--- config.mk ---
export PLATFORM = sky130hd
export DESIGN_NAME = fifo_burst_reader
export DESIGN_NICKNAME = d
export VERILOG_FILES = /design/src/rtl/fifo_burst_reader.sv
export SDC_FILE = /design/constraint.sdc
export NUM_CORES = 1
export LEC_CHECK = 0
export ABC_CLOCK_PERIOD_IN_PS = 4900
export CAP_MARGIN = 15
export CELL_PAD_IN_SITES_DETAIL_PLACEMENT = 1
export CELL_PAD_IN_SITES_GLOBAL_PLACEMENT = 1
export CORE_UTILIZATION = 40
export CTS_CLUSTER_SIZE = 20
export DETAILED_ROUTE_END_ITERATION = 10
export PLACE_DENSITY_LB_ADDON = 0.15
export SYNTH_ARGS = -nofsm -noshare
export SYNTH_HDL_FRONTEND = slang
export SYNTH_SLANG_ARGS = --single-unit
export TNS_END_PERCENT = 20
--- constraint.sdc ---
create_clock -name clk -period 4.9 [get_ports clk]
set_input_delay 0.49 -clock clk [delete_from_list [all_inputs] [get_ports clk]]
set_output_delay 0.49 -clock clk [all_outputs]
set_load 0.02 [all_outputs]
--- src/rtl/fifo_burst_reader.sv ---
`default_nettype none
// ============================================================================
// Module      : fifo_burst_reader
// Description : Pulls bursts from a synchronous FIFO and streams them out on a
//               valid/ready port, flushing partial bursts after an idle timeout.
// Revision    : 1.0 - initial release
// ============================================================================
module fifo_burst_reader #(
    parameter int DATA_W    = 8,
    parameter int BURST_LEN = 4,
    parameter int TIMEOUT   = 15
) (
    input  logic              clk,
    input  logic              rst,
    input  logic [3:0]        existed_entries,
    input  logic              empty,
    output logic              rd_en,
    input  logic [DATA_W-1:0] rd_data,
    output logic              out_valid,
    input  logic              out_ready,
    output logic [DATA_W-1:0] out_data,
    output logic              out_last,
    output logic              busy,
    output logic [7:0]        burst_count
);

    localparam logic [1:0] c_ST_IDLE   = 2'd0;
    localparam logic [1:0] c_ST_BURST  = 2'd1;
    localparam logic [1:0] c_ST_DRAIN  = 2'd2;
    localparam logic [3:0] c_BURST_LEN = 4'(BURST_LEN);
    localparam logic [7:0] c_TIMEOUT   = 8'(TIMEOUT);

    logic [1:0]        r_state;
    logic [3:0]        r_len;
    logic [3:0]        r_issued;
    logic [7:0]        r_timer;
    logic              r_rd_pend;
    logic              r_rd_last;
    logic [DATA_W-1:0] r_buf_data [2];
    logic [1:0]        r_buf_last;
    logic [1:0]        r_buf_cnt;
    logic [7:0]        r_burst_count;

    logic              w_pop;
    logic [2:0]        w_occ;
    logic              w_room;
    logic              w_rd_en;
    logic              w_last_issue;
    logic              w_wr_hi;

    assign w_pop        = out_valid & out_ready;
    assign w_occ        = {1'b0, r_buf_cnt} + {2'b00, r_rd_pend};
    // A beat leaving this cycle frees a slot for the read issued now.
    assign w_room       = w_occ < (3'd2 + {2'b00, w_pop});
    assign w_rd_en      = !rst && (r_state == c_ST_BURST) && (r_issued < r_len)
                          && !empty && w_room;
    assign w_last_issue = w_rd_en && (r_issued == (r_len - 4'd1));
    assign w_wr_hi      = (r_buf_cnt == 2'd2) || ((r_buf_cnt == 2'd1) && !w_pop);

    assign rd_en       = w_rd_en;
    assign out_valid   = (r_buf_cnt != 2'd0);
    assign out_data    = r_buf_data[0];
    assign out_last    = r_buf_last[0];
    assign busy        = (r_state != c_ST_IDLE);
    assign burst_count = r_burst_count;

    always_ff @(posedge clk) begin
        if (rst) begin
            r_state       <= c_ST_IDLE;
            r_len         <= 4'd0;
            r_issued      <= 4'd0;
            r_timer       <= 8'd0;
            r_rd_pend     <= 1'b0;
            r_rd_last     <= 1'b0;
            r_buf_data[0] <= '0;
            r_buf_data[1] <= '0;
            r_buf_last    <= 2'b00;
            r_buf_cnt     <= 2'd0;
            r_burst_count <= 8'd0;
        end else begin
            case (r_state)
                c_ST_IDLE: begin
                    if (existed_entries >= c_BURST_LEN) begin
                        r_len    <= c_BURST_LEN;
                        r_issued <= 4'd0;
                        r_timer  <= 8'd0;
                        r_state  <= c_ST_BURST;
                    end else if ((r_timer == c_TIMEOUT) && !empty
                                 && (existed_entries != 4'd0)) begin
                        // Zero-length flush would never complete, so it is skipped.
                        r_len    <= existed_entries;
                        r_issued <= 4'd0;
                        r_timer  <= 8'd0;
                        r_state  <= c_ST_BURST;
                    end else if (empty) begin
                        r_timer <= 8'd0;
                    end else if (r_timer != c_TIMEOUT) begin
                        r_timer <= r_timer + 8'd1;
                    end
                end
                c_ST_BURST: begin
                    if (w_rd_en) begin
                        r_issued <= r_issued + 4'd1;
                    end
                    if (w_last_issue) begin
                        r_state <= c_ST_DRAIN;
                    end
                end
                c_ST_DRAIN: begin
                    if (w_pop && r_buf_last[0]) begin
                        r_burst_count <= r_burst_count + 8'd1;
                        r_state       <= c_ST_IDLE;
                    end
                end
                default: r_state <= c_ST_IDLE;
            endcase

            r_rd_pend <= w_rd_en;
            r_rd_last <= w_last_issue;

            if (w_pop) begin
                r_buf_data[0] <= r_buf_data[1];
                r_buf_last[0] <= r_buf_last[1];
            end
            if (r_rd_pend) begin
                if (w_wr_hi) begin
                    r_buf_data[1] <= rd_data;
                    r_buf_last[1] <= r_rd_last;
                end else begin
                    r_buf_data[0] <= rd_data;
                    r_buf_last[0] <= r_rd_last;
                end
            end
            r_buf_cnt <= r_buf_cnt + {1'b0, r_rd_pend} - {1'b0, w_pop};
        end
    end

endmodule
`default_nettype wire

# Word-level counts from Yosys, hierarchy flattened
# Memories as Yosys holds them, arrays and structs flattened.
# Index checks and enable logic that the tools add are counted.
# word_totals
register_bits	32
ram_bits	16
input_bits	16
out_inout_bits	20
word_cells	97
mem_count	1
# memory_table
memory	depth	width	read_ports	rd_clocked_by_memory_dff	wr	line_no	source
r_buf_data	2	8	2	0	2	39	logic [DATA_W-1:0] r_buf_data [2];
# op_classes
add_sub_neg	8
n_lt_le_gt_ge	3
n_eq_ne	11
muxes	34
n_bitwise	4
reduce_logical	26
# ops
op	n
2-to-1 mux 8 bit	7
2-to-1 mux 4 bit	5
adder 8 x 1 -> 8 bit (second input constant)	2
2-to-1 mux 1 bit	16
logical AND 1 bit	9
equality test 8 x 4 -> 1 bit (second input constant)	1
2-to-1 mux 2 bit	4
inequality test 8 x 4 -> 1 bit (second input constant)	1
case mux 4 bit (2 select lines)	1
AND reduction 2 bit	4
nonzero test 2 bit	4
nonzero test 4 bit	2
inequality test 2 bit (second input constant)	3
case mux 2 bit (3 select lines)	1
AND reduction 3 bit	2
adder 4 x 1 -> 4 bit (second input constant)	1
equality test 2 x 1 -> 1 bit (second input constant)	2
equality test 2 bit (second input constant)	2
equality test 4 bit	1
>= comparator 4 x 3 -> 1 bit (second input constant)	1
less-than comparator 4 bit	1
subtractor 4 x 1 -> 4 bit (second input constant)	1
adder 2 x 1 -> 3 bit	1
adder 2 x 1 -> 3 bit (first input constant)	1
9 further kinds	13

# Depth between registers and ports, before layout
# Gate-level depths: netlist of run 1.
# depth
depth_word	10
ltp_mapped	8
ltp_nobuf	8

# Worst setup path before layout of run 1
# OpenSTA, ideal clock, no wires.
# synth_timing
path_type	reg-to-output
startpoint	reg r_rd_pend
endpoint	out rd_en
t_arrival_ns	1.729
t_required_ns	4.410
slack_ns	2.681
path_stages_with_launch	7
path_buffers	1
path_cell_list	dfxtp_1 -> ha_1 -> ha_1 -> or4b_1 -> nor3_1 -> and3_1 -> buf_2
# synth_between
elab_chain_cells	3
# synth_lines
element	line_no	source
start: declaration	37	logic r_rd_pend;
start signal: assignment	118	r_rd_pend <= w_rd_en;
adder 2 x 1 -> 3 bit	52	assign w_occ = {1'b0, r_buf_cnt} + {2'b00, r_rd_pend};
less-than comparator 3 bit	54	assign w_room = w_occ < (3'd2 + {2'b00, w_pop});
logical AND 1 bit	56	&& !empty && w_room;
end: declaration	17	output logic rd_en,
# Every way passes these cells.

# Final worst setup path of run 1
# layout_timing
startpoint	reg r_buf_cnt[0]
endpoint	out rd_en
# layout_between
elab_chain_cells	5
word_cells_on_any_way	6
classes_between	2 x add/sub; 1 x order compare; 1 x bitwise; 2 x reduce/logical
# layout_lines
element	line_no	source
start: declaration	41	logic [1:0] r_buf_cnt;
start signal: assignment	134	r_buf_cnt <= r_buf_cnt + {1'b0, r_rd_pend} - {1'b0, w_pop};
nonzero test 2 bit	61	assign out_valid = (r_buf_cnt != 2'd0);
bitwise AND 1 bit	51	assign w_pop = out_valid & out_ready;
adder 2 x 1 -> 3 bit	54	
less-than comparator 3 bit *	54	
logical AND 1 bit *	56	
# Mark *: on every way between the ends. The rest lies on a longest branch, timed or not.

==> metrics.yaml, run 1 <==
run_status:
  status: "completed"
clock_tree:
  clk_path_buf_depth: 2
  clockRootBuffer: "clkbuf_8"
  cts_setup_buffers: 0
  clk-insertion-delay-late_ns: 0.29
  cts_sinks: 48
  cts_tree: "yes"
  ctsHoldBuffers: 0
  clk_pin_slew_worst_paths_ns: 0.09
  h-tree-depth: 2
  ctsResizeCount: 0
  cts_inserted_buffers: 5
setup_path:
  critPathRequiredTime_ns: 4.41
  crit_path_end_kind: "primary output"
  crit_start: "r_buf_cnt[0]"
  r2r_cells: 7
  crit-reg2reg-launch: "r_buf_cnt[0]"
  reg2reg_slack_ns: 2.51
  cp.arrival_ns: 2.83
  crit_slowest_cell: "clkdlybuf4s50_1"
  crit_buf_inv: 1
  cp_common_cell: "ha_1"
  r2r_end: "r_state[0]"
  crit_fanout: 6
  crit_chain: "ha_1 -> ha_1 -> or4b_1 -> nor3_1 -> and3_1 -> clkdlybuf4s50_1"
  critical_path_depth: 6
  timing_worst_setup_path_type: "reg2out"
  crit_family: "simple AND/OR/NAND/NOR gates"
  cp-endpoint: "rd_en"
  crit_path_max_incr_delay_ns: 0.64
  critPathLaunchType: "register"
logic_synthesis:
  synth.avg_cell_area_um2: 10.1
  syn_inst: 231
  synth_top_area_cell: "dfxtp_1"
  ys_seq_elements: 48
  yosysWarnings: 0
  synth.area.top_cells: "dfxtp_1 27%, edfxtp_1 21%, ha_1 6.4%"
  synth_area_um2: 2330
  ys_seq_area_frac: 0.481
  syn_nets: 259
  synth.top_cell.area_share: 0.275
  synth.distinct_cells: 44
layout:
  final_cell_area_um2: 2870
  layout-drive-gt1-share: 0.0667
  final_util: 0.514
  area_growth_syn_to_layout_pct: 23.0
  final_common_cell: "clkdlybuf4s50_1"
  finalNetCount: 297
  final_cells: 342
  layout_common_cells: "35 x clkdlybuf4s50_1, 32 x dfxtp_1, 27 x nor2_1"
  diodes: 0
global_route:
  grt.total_usage: 0.178
  antenna_found_initial: 0
  grt_max_degree: 32
  grt_pass1_vias: 1885
  grt_pass1_wl_um: 8500
  grt.overflow.total: 0
power_and_ir_drop:
  power_leakage_nw: 1.07
  power_density_nw_per_um2: 341
  peakVddDrop_mv: 0.152
drt:
  vias_per_cell: 5.32
  drcViolationCount: 0
  firstDrtPassIters: 4
  finalWirelength_um: 5070
  num_vias: 1818
  wl_per_cell_um: 14.8
  drtIter0Drc: 112
  ant_nets: 0
floorplan:
  coreArea_um2: 5570
  rows: 27
  io_pins: 36
  die-area_um2: 6140
  fp.dieH_um: 78.3
  start_util: 0.418
  die_w_um: 78.3
place:
  io_buffers: 35
  post-place-ws_ns: 1.67
  gp_congestion: 0.833
  placed_area_um2: 2760
  placedCellCount: 334
  place_hpwl_um: 3690
timing:
  layout_setup_ws_ns: 1.58
  rsz0062_at_grt: "no"
  drv_slew: 0
  fin_tns_setup_ns: 0
  hold_violations: 0
  clock.fmax_ghz: 0.301
  finalCritPeriodShare: 0.678
  tightest_slew_ns: 0.573
  slew_headroom: 0.617
  period_minus_slack_ns: 3.32
  skew_ns: 0.00353
  setup_viol: 0
worst_hold_path:
  hold_class: "reg2reg"
  whs_path_depth: 2
run:
  drv_cap: 0
synthesized netlist by cell type:
cell,count
xor2_1,10
xnor2_1,7
ha_1,12
dfxtp_1,32
buf_1,1
o22ai_1,1
or3_1,3
or2_2,1
nor3_1,5
a311o_1,1
or3b_2,1
a21bo_2,1
nand2_1,9
nand3_1,8
nor2b_1,3
nor2_1,27
nand4_1,6
a21oi_2,1
a21oi_1,9
a22o_1,8
mux2i_1,3
or4b_1,1
a311oi_1,5
a41oi_1,2
edfxtp_1,16
clkbuf_1,3
nand2b_1,6
o41ai_2,1
nor2_4,1
nor4b_1,1
and3_1,7
or4_4,2
o21ai_1,1
o21a_1,1
nand3b_1,3
or4_1,1
inv_1,10
o31ai_1,1
nor4_2,1
and2_1,9
or2_4,1
o21ai_0,5
nor4_1,3
buf_2,1
stage by stage:
step                      hold WS, ns  total power (W)
after floorplan                 0.444         0.000613
after global placement          0.458         0.000699
after detailed placement        0.468         0.000710
after CTS                       0.483         0.000996
after global routing            0.510          0.00103
final                           0.480         0.000978
registers in the layout (all words and copies together) (netlist names):
signal	count
burst_count	8
r_buf_cnt	2
r_buf_data	16
r_buf_last	2
r_issued	4
r_len	4
r_rd_last	1
r_rd_pend	1
r_state	2
r_timer	8
cell families (layout without fill, tap and decap cells):
kind of cell | Yosys count | in the layout | share of synthesized area
flip-flops | 48 | 48 | 0.481
XOR/XNOR | 17 | 17 | 0.0639
AO/OA/AOI/OAI | 37 | 37 | 0.117
AND/OR/NAND/NOR | 99 | 99 | 0.236
multiplexers | 3 | 3 | 0.0129
adder cells (fa/ha/maj) | 12 | 12 | 0.0644
buffers and inverters | 15 | 54 | 0.0247
power by group:
| part | internal [W] | switching (W) |
|---|---|---|
| clock network | 0.000151 | 0.000130 |
| registers | 0.000452 | 0.0000223 |
| logic | 0.000103 | 0.000120 |
tightest hold or removal path, stage by stage, from the launching register on:
cell	delay [ns]
dfxtp_1	0.33
inv_1	0.07
nor2_1	0.04
metal layers:
metal  global-route usage  part of all wire
met2                0.319              0.50
met4               0.0574             0.011
met1                0.212              0.46
met5                    0                 0
met3               0.0349             0.025
worst min-delay path by stage:
stage,from,end,slack (ns)
floorplan,r_timer[1],r_timer[1],0.44
global placement,r_len[3],r_len[3],0.46
detailed placement,r_len[3],r_len[3],0.47
CTS,r_len[3],r_len[3],0.48
global route,r_len[3],r_len[3],0.51
finish,r_len[3],r_len[3],0.48
cell type report:
| cell class | count | area (µm²) |
|---|---|---|
| Clock inverter | 2 | 35.0 |
| Sequential cell | 48 | 1120 |
| Timing Repair Buffer | 36 | 358 |
| Tap cell | 72 | 90.1 |
| Multi-Input combinational cell | 168 | 1150 |
| Fill cell | 631 | 2710 |
| Clock buffer | 6 | 72.6 |
| Inverter | 10 | 37.5 |
No activity file was read; power rests on OpenSTA's default activity.
==> run 2: changes to the inputs <==
ABC_CLOCK_PERIOD_IN_PS = 3010   (was 4900)
CORE_UTILIZATION = 37   (was 40)
clock period = 3.01 ns   (was 4.9 ns; I/O delays follow)
==> metrics.yaml, run 2 (same netlist as run 1, synthesis figures left out) <==
run_status:
  status: "completed"
clock_tree:
  clk_pin_slew_worst_paths_ns: 0.09  # about the same
  cts_sinks: 48  # unchanged
  cts_inserted_buffers: 5  # unchanged
  h-tree-depth: 2  # unchanged
  cts_tree: "yes"
  clk_path_buf_depth: 2  # unchanged
  clk-insertion-delay-late_ns: 0.30  # about the same
  ctsHoldBuffers: 0  # unchanged
  clockRootBuffer: "clkbuf_8"
layout:
  area_growth_syn_to_layout_pct: 25.3
  largest_reg_flops: 16  # unchanged
  final_cells: 348  # +1.8%
  top_register: "r_buf_data"
  layout-drive-gt1-share: 0.0806  # +0.0139
  layout_common_cells: "34 x clkdlybuf4s50_1, 32 x dfxtp_1, 27 x nor2_1"
  diodes: 0  # unchanged
  finalNetCount: 300  # +1.0%
  final_cell_area_um2: 2920  # +1.9%
  final_common_cell: "clkdlybuf4s50_1"
  fillers: 692  # +9.7%
global_route:
  grt.overflow.total: 0  # unchanged
  grt_max_degree: 31  # -3.1%
  grt_pass1_wl_um: 8340  # -1.9%
  grt_pass1_vias: 1760  # -6.6%
  grt.total_usage: 0.165  # -0.0125
  antenna_found_initial: 0  # unchanged
floorplan:
  fp.dieH_um: 81.4  # +3.9%
  rows: 28  # +3.7%
  start_util: 0.389  # -0.0291
  die-area_um2: 6620  # +7.9%
  coreArea_um2: 5990  # +7.5%
  die_w_um: 81.4  # +3.9%
  io_pins: 36  # unchanged
timing:
  hold_violations: 0  # unchanged
  drv_slew: 0  # unchanged
  slew_headroom: 0.622  # +0.00487
  setup_viol: 0  # unchanged
  skew_ns: 0.00726  # +0.00373 ns
  period_minus_slack_ns: 2.48
  rsz0062_at_grt: "no"
  finalCritPeriodShare: 0.823
  tightest_slew_ns: 0.566  # -0.00727 ns
  fin_tns_setup_ns: 0  # unchanged
  clock.fmax_ghz: 0.404
worst_hold_path:
  hold_class: "reg2reg"
  hold_end: "r_len[3]"
  whs_path_depth: 2  # unchanged
  min_from: "r_len[3]"
place:
  placedCellCount: 340  # +1.8%
  io_buffers: 35  # unchanged
  placed_area_um2: 2790  # +0.95%
  gp_congestion: 0.746  # -10%
  place_hpwl_um: 3600  # -2.6%
power_and_ir_drop:
  power_density_nw_per_um2: 567  # +66%
  peakVddDrop_mv: 0.288  # +89%
  power_w: 0.00165  # +69%
  power_leakage_nw: 1.12  # +4.5%
setup_path:
  r2r_cells: 8  # +1
  crit_fanout: 4  # -2
  timing_worst_setup_path_type: "reg2out"
  reg2reg_slack_ns: 0.79  # -1.72 ns
  r2r_end: "r_state[0]"
  crit_path_end_kind: "primary output"
  critPathRequiredTime_ns: 2.71  # -1.70 ns
  crit_start: "r_rd_pend"
  crit-reg2reg-launch: "r_rd_pend"
  cp.arrival_ns: 2.18  # -0.65 ns
  critPathLaunchType: "register"
drt:
  ant_nets: 0  # unchanged
  wl_per_cell_um: 14.2  # -4.0%
  drtIter0Drc: 68  # -39%
  num_vias: 1797  # -1.2%
  firstDrtPassIters: 3  # -1
  vias_per_cell: 5.16  # -2.9%
  drcViolationCount: 0  # unchanged
  finalWirelength_um: 4950  # -2.3%
run:
  drv_cap: 0  # unchanged
## run 2: power by group
group / leakage [nW] / total (W) / switching, W / internal, W
Clock: 0.0636 / 0.000517 / 0.000218 / 0.000299
Combinational: 0.629 / 0.000370 / 0.000195 / 0.000175
Sequential: 0.425 / 0.000768 / 0.0000325 / 0.000736
Total: 1.12 / 0.00165 / 0.000445 / 0.00121
## run 2: metrics by stage
| stage | setup slack [ns] | hold WS [ns] | util |
|---|---|---|---|
| global placement | 0.278 | 0.456 | 0.465 |
| finish | 0.533 | 0.475 | 0.487 |
| detailed placement | 0.262 | 0.469 | 0.465 |
| CTS | 0.0335 | 0.481 | 0.486 |
| floorplan | 0.883 | 0.444 | - |
| global route | 0.380 | 0.503 | 0.487 |
## run 2: final cells by class
class                      count  area [µm²]  area share
sequential                    48        1120       0.384
inverter                      10        37.5      0.0129
tap                           75        93.8      0.0321
clock inverter                 1        30.0      0.0103
multi-input combinational    168        1160       0.396
timing repair buffer          39         383       0.131
clock buffer                   7        97.6      0.0334
## run 2: worst max path at each step
| stage | endpoint | slack (ns) |
|---|---|---|
| 2_1_floorplan | r_state[0] | 0.88 |
| 3_5_place_dp | rd_en | 0.26 |
| 6_report | rd_en | 0.53 |
| 4_1_cts | rd_en | 0.03 |
| 5_1_grt | rd_en | 0.38 |
| 3_3_place_gp | rd_en | 0.28 |
## run 2: per-layer routing
metal | global-route usage | wire length [µm] | vias up
met5 | 0 | 0 | -
met3 | 0.0382 | 148 | 5
met4 | 0.0482 | 58 | 0
met1 | 0.221 | 2440 | 847
met2 | 0.264 | 2300 | 28
li1 | - | - | 917
## run 2: what timing repair did
item | in CTS | in global routing
setup buffers | 0 | 0
endpoints found under the hold margin | 0 | 0
gates resized for setup | 0 | 2
setup endpoints to repair | 0 | 1
## run 2: worst max-delay path, stage by stage (launching register included)
cell and delay [ns]:
dfxtp_1 0.35, ha_1 0.21, ha_1 0.18, or4b_1 0.48, nor3_2 0.21, and3_1 0.23, dlymetal6s2s_1 0.23
